==> src/rtl/smoldvi_pkg.sv <==
// Shared TMDS definitions for the smoldvi receive path: control symbols and
// word-alignment state encoding, also used by the TMDS decoder.
package smoldvi_pkg;

   // Control symbols, LSB is the first bit on the wire.
   localparam logic [9:0] TMDS_CTRL_00 = 10'b1101010100;
   localparam logic [9:0] TMDS_CTRL_01 = 10'b0010101011;
   localparam logic [9:0] TMDS_CTRL_10 = 10'b0101010100;
   localparam logic [9:0] TMDS_CTRL_11 = 10'b1010101011;

   typedef enum logic {
      SEARCH = 1'b0,
      LOCKED = 1'b1
   } align_state_e;

   function automatic logic is_tmds_ctrl(input logic [9:0] w);
      return (w == TMDS_CTRL_00) || (w == TMDS_CTRL_01) ||
             (w == TMDS_CTRL_10) || (w == TMDS_CTRL_11);
   endfunction

endpackage

==> src/rtl/smoldvi_bit_window.sv <==
// Combinational 20->10 selector: picks the 10-bit word ending offset_i bits
// before the newest received bit (offset 0 = ends with the newest bit).
module smoldvi_bit_window (
   input  logic [19:0] hist_i,
   input  logic [3:0]  offset_i,
   output logic [9:0]  word_o
);

   logic [19:0] shifted;

   always_comb begin
      shifted = hist_i >> (5'd10 - {1'b0, offset_i});
      word_o  = shifted[9:0];
   end

endmodule

==> src/rtl/smoldvi_rx_word_align.sv <==
// TMDS lane word aligner: rebuilds 10-bit words from DDR bit pairs and
// bit-slips until runs of control symbols line up, then holds lock.
import smoldvi_pkg::*;

module smoldvi_rx_word_align #(
   parameter int CTRL_RUN     = 8,
   parameter int SEARCH_WORDS = 64,
   parameter int LOSS_WORDS   = 4096
) (
   input  logic       clk_x5,
   input  logic       rst_x5,
   input  logic       d0,
   input  logic       d1,
   output logic [9:0] word_out,
   output logic       word_valid,
   output logic       is_ctrl,
   output logic       locked,
   output logic [3:0] slip_offset
);

   localparam int RUN_W    = $clog2(CTRL_RUN + 1);
   localparam int WCNT_MAX = (SEARCH_WORDS > LOSS_WORDS) ? SEARCH_WORDS : LOSS_WORDS;
   localparam int WCNT_W   = $clog2(WCNT_MAX + 1);

   localparam logic [RUN_W-1:0]  RUN_LIM    = RUN_W'(CTRL_RUN);
   localparam logic [WCNT_W-1:0] SEARCH_LIM = WCNT_W'(SEARCH_WORDS);
   localparam logic [WCNT_W-1:0] LOSS_LIM   = WCNT_W'(LOSS_WORDS);

   // The two oldest history bits age out before any window offset can reach
   // them, so only the upper 18 bits of the 20-bit history are stored.
   logic [17:0]       hist_q;
   logic [19:0]       hist_d;
   logic [2:0]        phase_q, phase_d;
   logic [3:0]        slip_q, slip_d;
   logic [RUN_W-1:0]  run_q, run_d, run_inc;
   logic [WCNT_W-1:0] wcnt_q, wcnt_d, wcnt_inc;
   align_state_e      state_q, state_d;
   logic [9:0]        word_q, word_d;
   logic              vld_q, vld_d;
   logic              ctrl_q, ctrl_d;
   logic [9:0]        win;
   logic              win_ctrl;
   logic              capture;

   assign hist_d = {d1, d0, hist_q};

   smoldvi_bit_window u_window (
      .hist_i   (hist_d),
      .offset_i (slip_q),
      .word_o   (win)
   );

   assign win_ctrl = is_tmds_ctrl(win);
   assign capture  = (phase_q == 3'd4);
   assign run_inc  = (run_q == '1) ? run_q : run_q + RUN_W'(1);
   assign wcnt_inc = (wcnt_q == '1) ? wcnt_q : wcnt_q + WCNT_W'(1);

   always_comb begin
      phase_d = capture ? 3'd0 : phase_q + 3'd1;
      state_d = state_q;
      slip_d  = slip_q;
      run_d   = run_q;
      wcnt_d  = wcnt_q;
      word_d  = word_q;
      ctrl_d  = ctrl_q;
      vld_d   = capture;
      if (capture) begin
         word_d = win;
         ctrl_d = win_ctrl;
         case (state_q)
            SEARCH: begin
               run_d  = win_ctrl ? run_inc : '0;
               wcnt_d = wcnt_inc;
               // Lock takes priority over a slip landing on the same word.
               if (win_ctrl && (run_inc == RUN_LIM)) begin
                  state_d = LOCKED;
                  run_d   = '0;
                  wcnt_d  = '0;
               end else if (wcnt_inc == SEARCH_LIM) begin
                  slip_d = (slip_q == 4'd9) ? 4'd0 : slip_q + 4'd1;
                  run_d  = '0;
                  wcnt_d = '0;
               end
            end
            LOCKED: begin
               if (win_ctrl) begin
                  wcnt_d = '0;
               end else begin
                  wcnt_d = wcnt_inc;
                  if (wcnt_inc == LOSS_LIM) begin
                     state_d = SEARCH;
                     run_d   = '0;
                     wcnt_d  = '0;
                  end
               end
            end
         endcase
      end
   end

   always_ff @(posedge clk_x5 or posedge rst_x5) begin
      if (rst_x5) begin
         hist_q  <= '0;
         phase_q <= '0;
         slip_q  <= '0;
         run_q   <= '0;
         wcnt_q  <= '0;
         state_q <= SEARCH;
         word_q  <= '0;
         vld_q   <= 1'b0;
         ctrl_q  <= 1'b0;
      end else begin
         hist_q  <= hist_d[19:2];
         phase_q <= phase_d;
         slip_q  <= slip_d;
         run_q   <= run_d;
         wcnt_q  <= wcnt_d;
         state_q <= state_d;
         word_q  <= word_d;
         vld_q   <= vld_d;
         ctrl_q  <= ctrl_d;
      end
   end

   assign word_out    = word_q;
   assign word_valid  = vld_q;
   assign is_ctrl     = ctrl_q;
   assign locked      = (state_q == LOCKED);
   assign slip_offset = slip_q;

endmodule
==> config.mk <==
export PLATFORM = sky130hd
export DESIGN_NAME = smoldvi_rx_word_align
export DESIGN_NICKNAME = d
export VERILOG_FILES = /design/src/rtl/smoldvi_pkg.sv /design/src/rtl/smoldvi_bit_window.sv /design/src/rtl/smoldvi_rx_word_align.sv
export SDC_FILE = /design/constraint.sdc
export NUM_CORES = 1
export LEC_CHECK = 0
export BUFFER_PORTS_ARGS = -buffer_cell sky130_fd_sc_hd__buf_2
export CORE_ASPECT_RATIO = 1.1
export CORE_MARGIN = 2
export CORE_UTILIZATION = 50
export CTS_CLUSTER_SIZE = 24
export DETAILED_ROUTE_END_ITERATION = 8
export HOLD_SLACK_MARGIN = 0.15
export PLACE_DENSITY = 0.69
export SYNTH_ARGS = -nofsm -noshare
export SYNTH_HDL_FRONTEND = slang
export SYNTH_SLANG_ARGS = --single-unit
==> constraint.sdc <==
create_clock -name clk_x5 -period 3.2 [get_ports clk_x5]
set_input_delay 0 -clock clk_x5 [delete_from_list [all_inputs] [get_ports clk_x5]]
set_output_delay 0 -clock clk_x5 [all_outputs]
set_load 0.05 [all_outputs]
== Word-level counts from Yosys, hierarchy flattened ==
Index checks and enable logic that the tools add are counted.

* Bitwise gates (word level): 2
* Div/mod/pow operators: 0
* Shifts and indexed selects: 1
* Mux-type cells: 19
* Multiply operators: 0
* Order comparisons: 0
* Reduce and logical (&&, ||, !) cells: 6
* Equality and inequality tests: 13
* Add/subtract/negate cells: 5

{| class="wikitable"
|+ Operator list
! kind !! count
|-
| 2-to-1 mux 13 bit || 5
|-
| 2-to-1 mux 4 bit || 7
|-
| == test 13 bit (second input constant) || 2
|-
| one-hot mux 13 bit (2 select lines) || 1
|-
| == test 10 bit (second input constant) || 2
|-
| >> shifter 20 x 5 -> 10 bit || 1
|-
| adder 13 x 1 -> 13 bit (second input constant) || 1
|-
| == test 13 x 7 -> 1 bit (second input constant) || 1
|-
| == test 4 bit (second input constant) || 3
|-
| == test 10 x 8 -> 1 bit (second input constant) || 1
|-
| == test 10 x 9 -> 1 bit (second input constant) || 1
|-
| adder 4 x 1 -> 4 bit (second input constant) || 2
|-
| one-hot mux 4 bit (2 select lines) || 1
|-
| subtractor 4 x 4 -> 5 bit (first input constant) || 1
|-
| AND reduction 4 bit || 1
|-
| adder 3 x 1 -> 3 bit (second input constant) || 1
|-
| == test 3 bit (second input constant) || 1
|-
| logical OR 1 bit || 3
|-
| 2-to-1 mux 1 bit || 3
|-
| 2-to-1 mux 3 bit || 1
|-
| AND reduction 3 bit || 1
|-
| != test 2 x 1 -> 1 bit (second input constant) || 1
|-
| != test 2 bit (second input constant) || 1
|-
| NOT 1 bit || 2
|-
| 2 further kinds || 2
|}

* Memories: 0
* Memory bits (read-only): 0
* Word-level logic and storage cells: 55
* Bits of input ports: 4
* Output and inout bits: 17
* Flip-flop bits (word level): 55
* Bits in latches: 0
* RAM bits: 0

== Depth between registers and ports, before layout ==
* Depth after elaboration: 10
* Depth in mapped cells: 15
* Mapped depth without buffers: 10

== By module ==
A second synthesis with hierarchy kept.

* Cell total of the unflattened synthesis: 379
* Area, all modules: 3713.6 µm²

{| class="wikitable"
|+ By module, submodules not included
! module !! cells each !! instances !! area an instance (µm²) !! seq. area each (µm²)
|-
| smoldvi_rx_word_align || 272 || 1 || 2847.7 || 1376.3
|-
| smoldvi_bit_window || 107 || 1 || 865.8 || 0.0
|}

== Worst setup path after synthesis ==
Ideal clock, no wire load.

* Path type: flip-flop to flip-flop
* Start point: reg slip_q[0] (netlist: slip_offset[0])
* End point: reg slip_q[2] (netlist: slip_offset[2])
* Path slack: -0.533 ns
* Clock period less this slack: 3.733 ns
* Buffers on the path: 3
* Cell stages (with the launch flop): 14
* Data required time: 3.075 ns
* Library setup time: 0.125 ns
* Arrival time: 3.608 ns
* Cell sequence: dfrtp_1 -> buf_4 -> inv_2 -> ha_1 -> buf_6 -> buf_8 -> mux2i_1 -> mux2_2 -> mux4_2 -> a21boi_1 -> and4_4 -> and3_4 -> nor3_2 -> mux2_4

* Longest elaborated chain between the ends: 9
* Elaborated cells between the ends (all ways): 15
* Classes of those cells: 2 x add/sub; 5 x eq/ne; 1 x shift; 1 x mux; 1 x bitwise; 5 x reduce/logical

{| class="wikitable"
|+ Ends and longest elaborated chain
! item !! line !! text
|-
| start: declaration || smoldvi_rx_word_align.sv:34 || <nowiki>logic [3:0] slip_q, slip_d;</nowiki>
|-
| start signal: assignment || smoldvi_rx_word_align.sv:115 || <nowiki>slip_q <= slip_d;</nowiki>
|-
| subtractor 4 x 4 -> 5 bit || smoldvi_bit_window.sv:12 || <nowiki>shifted = hist_i >> (5'd10 - {1'b0, offset_i});</nowiki>
|-
| >> shifter 20 x 5 -> 10 bit || smoldvi_bit_window.sv:12 ||
|-
| == test 10 bit or == test 10 x 8 -> 1 bit (tied branches) || smoldvi_pkg.sv:17 || <nowiki>return (w == TMDS_CTRL_00) || (w == TMDS_CTRL_01) ||</nowiki>
|-
| logical OR 1 bit (2 in a row) || smoldvi_pkg.sv:17 ||
|-
| logical OR 1 bit || smoldvi_pkg.sv:18 || <nowiki>(w == TMDS_CTRL_10) || (w == TMDS_CTRL_11);</nowiki>
|-
| logical AND 1 bit || smoldvi_rx_word_align.sv:75 || <nowiki>if (win_ctrl && (run_inc == RUN_LIM)) begin</nowiki>
|-
| NOT 1 bit (no line) || -- ||
|-
| AND reduction 4 bit (no line) || -- ||
|}

Several ways; a longest one is shown, not always the timed one.
A chain may end at the register's enable or synchronous reset.

== Worst setup path in the final report ==
* Start point: reg slip_q[0] (netlist: slip_offset[0])
* End point: reg wcnt_q[12]

* Longest elaborated chain between the ends: 9
* Elaborated cells between the ends (all ways): 13
* Classes of those cells: 1 x add/sub; 4 x eq/ne; 1 x shift; 3 x mux; 4 x reduce/logical

{| class="wikitable"
|+ Ends and longest elaborated chain
! item !! line !! text
|-
| subtractor 4 x 4 -> 5 bit * || smoldvi_bit_window.sv:12 ||
|-
| >> shifter 20 x 5 -> 10 bit * || smoldvi_bit_window.sv:12 ||
|-
| == test 10 bit or == test 10 x 8 -> 1 bit (tied branches) || smoldvi_pkg.sv:17 ||
|-
| logical OR 1 bit (2 in a row) || smoldvi_pkg.sv:17 ||
|-
| logical OR 1 bit * || smoldvi_pkg.sv:18 ||
|-
| logical AND 1 bit || smoldvi_rx_word_align.sv:75 ||
|-
| 2-to-1 mux 13 bit || smoldvi_rx_word_align.sv:75 ||
|-
| one-hot mux 13 bit (2 select lines) * || smoldvi_rx_word_align.sv:70 || <nowiki>case (state_q)</nowiki>
|-
| end signal: assignment || smoldvi_rx_word_align.sv:117 || <nowiki>wcnt_q <= wcnt_d;</nowiki>
|-
| end: declaration || smoldvi_rx_word_align.sv:36 || <nowiki>logic [WCNT_W-1:0] wcnt_q, wcnt_d, wcnt_inc;</nowiki>
|}

Every way passes the cells marked *; elsewhere a longest branch is shown, timed or not.

==> flow_summary.ini <==
[drt]
drc_errors = 0
vias = 3328
routed_wl_mm = 9.717
drt-vias-per-instance = 6.174
ant_nets = 0
routedWlPerCell_um = 18.03
initialDrtViolationCount = 236
dr.pass1.iters = 4

[pwr]
sequentialPowerShare_pct = 59.7
vdd_drop_max_uv = 205.3
leakagePower_uw = 0.001950
p_sw_share_pct = 25.36
p_comb_share_pct = 5.6
clockPowerShare_pct = 34.7
powerDensity_nw_per_um2 = 267.5
p_int_uw = 899.1
switchingPower_uw = 305.5

[final_layout]
final_area_um2 = 4503
final_common_cell = dfrtp_1
antennaDiodeCount = 0
syn2layout_area_growth_pct = 14.62
nFillCells = 651
nets = 444
layout_common_cells = dfrtp_1, nand2_1, buf_4
fin_util_pct = 59.60
drive_gt1_share_pct = 29.26

[yosys]
synth_ff_type = dfrtp_1
yosys-top-cells-area = dfrtp_1, mux4_2, mux2i_1
syn_inst = 392
synth_top_cell_by_area = dfrtp_1
synth_edf_count = 0
yosysUniqueCellTypes = 73
synth_top_area_share_pct = 35.03
postSynthAreaPerCell_um2 = 10.02
netlist_area_um2 = 3929
ys_async_sr_fraction_pct = 100.0
ys_seq_elements = 55
syn_nets = 403
synth_seq_area_share_pct = 35.03
yosys_warnings = 0

[sta]
hold_viol_final = 0
fmax_mhz = 319.9
rsz0062_at_grt = true
drv_slew = 0
setup_viol = 0
setup_tns_ns = 0
slew_headroom_pct = 46.31
fin_skew_ns = 0.01154
worst_pin_slew_ns = 0.8042
worst_slack_ns = 0.07418
period_minus_slack_ns = 3.126
timing.final.crit_share_pct = 97.68

[worst_setup_path]
cp_num_cells = 11
r2r_start = slip_offset[0]$_DFFE_PP0P_
slowest_stage = mux4_2
path_buf_inv = 2
critPathTopFamily = multiplexers
path_cells = inv_8 > ha_4 > mux2_4 > mux2_2 > mux4_2 > nand2_1 > nor3_1 > buf_4 > and3_4 > or3_1 > a31oi_1
r2r_cells = 11
crit_fanout = 8
r2r_slack_ns = 0.07
crit_path_end = wcnt_q[12]$_DFFE_PP0P_
slowest_delay_ns = 0.53
endpoint_kind = register
critPathLaunch = slip_offset[0]$_DFFE_PP0P_
worstPathArrival_ns = 3.37
cp.required_ns = 3.45
critPathKind = register to register
r2r_end = wcnt_q[12]$_DFFE_PP0P_
startpoint_type = register

[floorplanning]
dieArea_um2 = 8583
core_um2 = 7556
num_io_pins = 21
die_h_um = 96.97
die_w_um = 88.52
core.rowCount = 33
initial_core_util_pct = 52.00

[placement]
numPortBuffers = 20
dp_hpwl_mm = 7.354
dp_worst_setup_slack_ns = 0.1050
place_area_um2 = 4312
place_congestion = 0.9208

[global_routing]
grt_pass1_vias = 3322
grt_overflow = 0
grt_pass1_wl_mm = 16.20
gr-usage-all-layers_pct = 23.59
antenna_found_initial = 0
grt_max_degree = 40

[clock_tree]
cts_setup_buffers = 0
numCtsBuffers = 5
worstSkewPairLatency_ns = 0.33
clkSinkCount = 55
htreeDepth = 2
clk_pin_slew_worst_paths_ns = 0.12
cts_tree = yes
cts-root-buf = clkbuf_8
clock_path_buffers = 2

[outcome]
status = finished clean

[flow_run]
maxCapViolCount = 0

[min_path]
hold_class = primary input to async pin
## sequential cells by signal, summed over array words and instances (netlist names)
register	cells
hist_q	18
locked	1
run_q	4
word_out	10
slip_offset	4
wcnt_q	13
is_ctrl	1
phase_q	3
word_valid	1
## power by group through the flow
stage	Clock [µW]	Combinational (µW)	Sequential, µW
floorplan	0	48.1	728
global placement	0	63.3	732
detailed placement	0	64.6	733
CTS	427	67.8	719
global route	453	74.2	722
finish	417	68.0	719
## what timing repair did
item | 4_1_cts | 5_1_grt
gates resized for setup | 0 | 14
hold buffers | 3 | 0
endpoints found under the setup margin | 0 | 15
hold endpoints to repair | 40 | 0
## layer usage
layer	up-vias	global-route usage [%]	share of wire (%)
met5	-	0	0
met4	0	6.760	1.8
met3	17	3.072	3.6
met2	95	40.78	53
met1	1656	30.49	42
li1	1560	-	-
## cells by family after synthesis
| kind of cell | share of synthesized area, % |
|---|---|
| compound gates | 15.64 |
| mux | 19.75 |
| xor+xnor | 2.230 |
| buf+inv | 4.522 |
| flops | 35.03 |
| fa+ha+maj | 2.229 |
| simple gates | 20.60 |
## cell usage after synthesis, types with 7 or more instances
cell	n
inv_1	8
nor3_1	11
dfrtp_1	55
nand3_1	21
ha_1	7
mux4_2	12
nand2_1	45
mux2i_1	25
mux2_2	19
a41oi_1	7
nand4_1	7
clkbuf_1	12
o21ai_0	15
and2_1	8
nor2_1	23
## worst register-to-register path: cells and delay by family, from the launching register on
| kind | cells | cell delay [ns] |
|---|---|---|
| AOI/OAI and AO/OA | 1 | 0.16 |
| DFF | 1 | 0.46 |
| adders and majority gates | 1 | 0.33 |
| and+or+nand+nor | 4 | 0.73 |
| buffers and inverters | 2 | 0.20 |
| muxes | 3 | 1.16 |
## worst min path at each step
stage                 from                    to  slack (ns)  cells after the start
detailed placement      d0  hist_q[16]$_DFF_PP0_        0.17                      1
floorplan               d0  hist_q[16]$_DFF_PP0_        0.03                      0
global route            d1  hist_q[17]$_DFF_PP0_        0.41                      2
global placement    rst_x5  word_valid$_DFF_PP0_        0.18                      2
CTS                     d0  hist_q[16]$_DFF_PP0_        0.38                      2
finish              rst_x5  phase_q[2]$_DFF_PP0_        0.36                      3
## per-stage QoR
step                power, µW  hold slack, ns  cells
CTS                      1214          0.3761    539
floorplan               776.0         0.03143    392
global placement        795.3          0.1781    528
finish                   1205          0.3560    539
global route             1249          0.4131    539
detailed placement      797.4          0.1744    528
## area by class of cell
| type | count | area, µm² | area share, % |
|---|---|---|---|
| inverter | 9 | 41.29 | 0.9169 |
| timing repair buffer | 58 | 407.9 | 9.058 |
| tap | 105 | 131.4 | 2.917 |
| clock buffer | 5 | 68.82 | 1.528 |
| sequential | 55 | 1379 | 30.62 |
| multi-input combinational | 304 | 2447 | 54.35 |
| clock inverter | 3 | 27.53 | 0.6113 |
No activity file was read; power rests on OpenSTA's default activity.
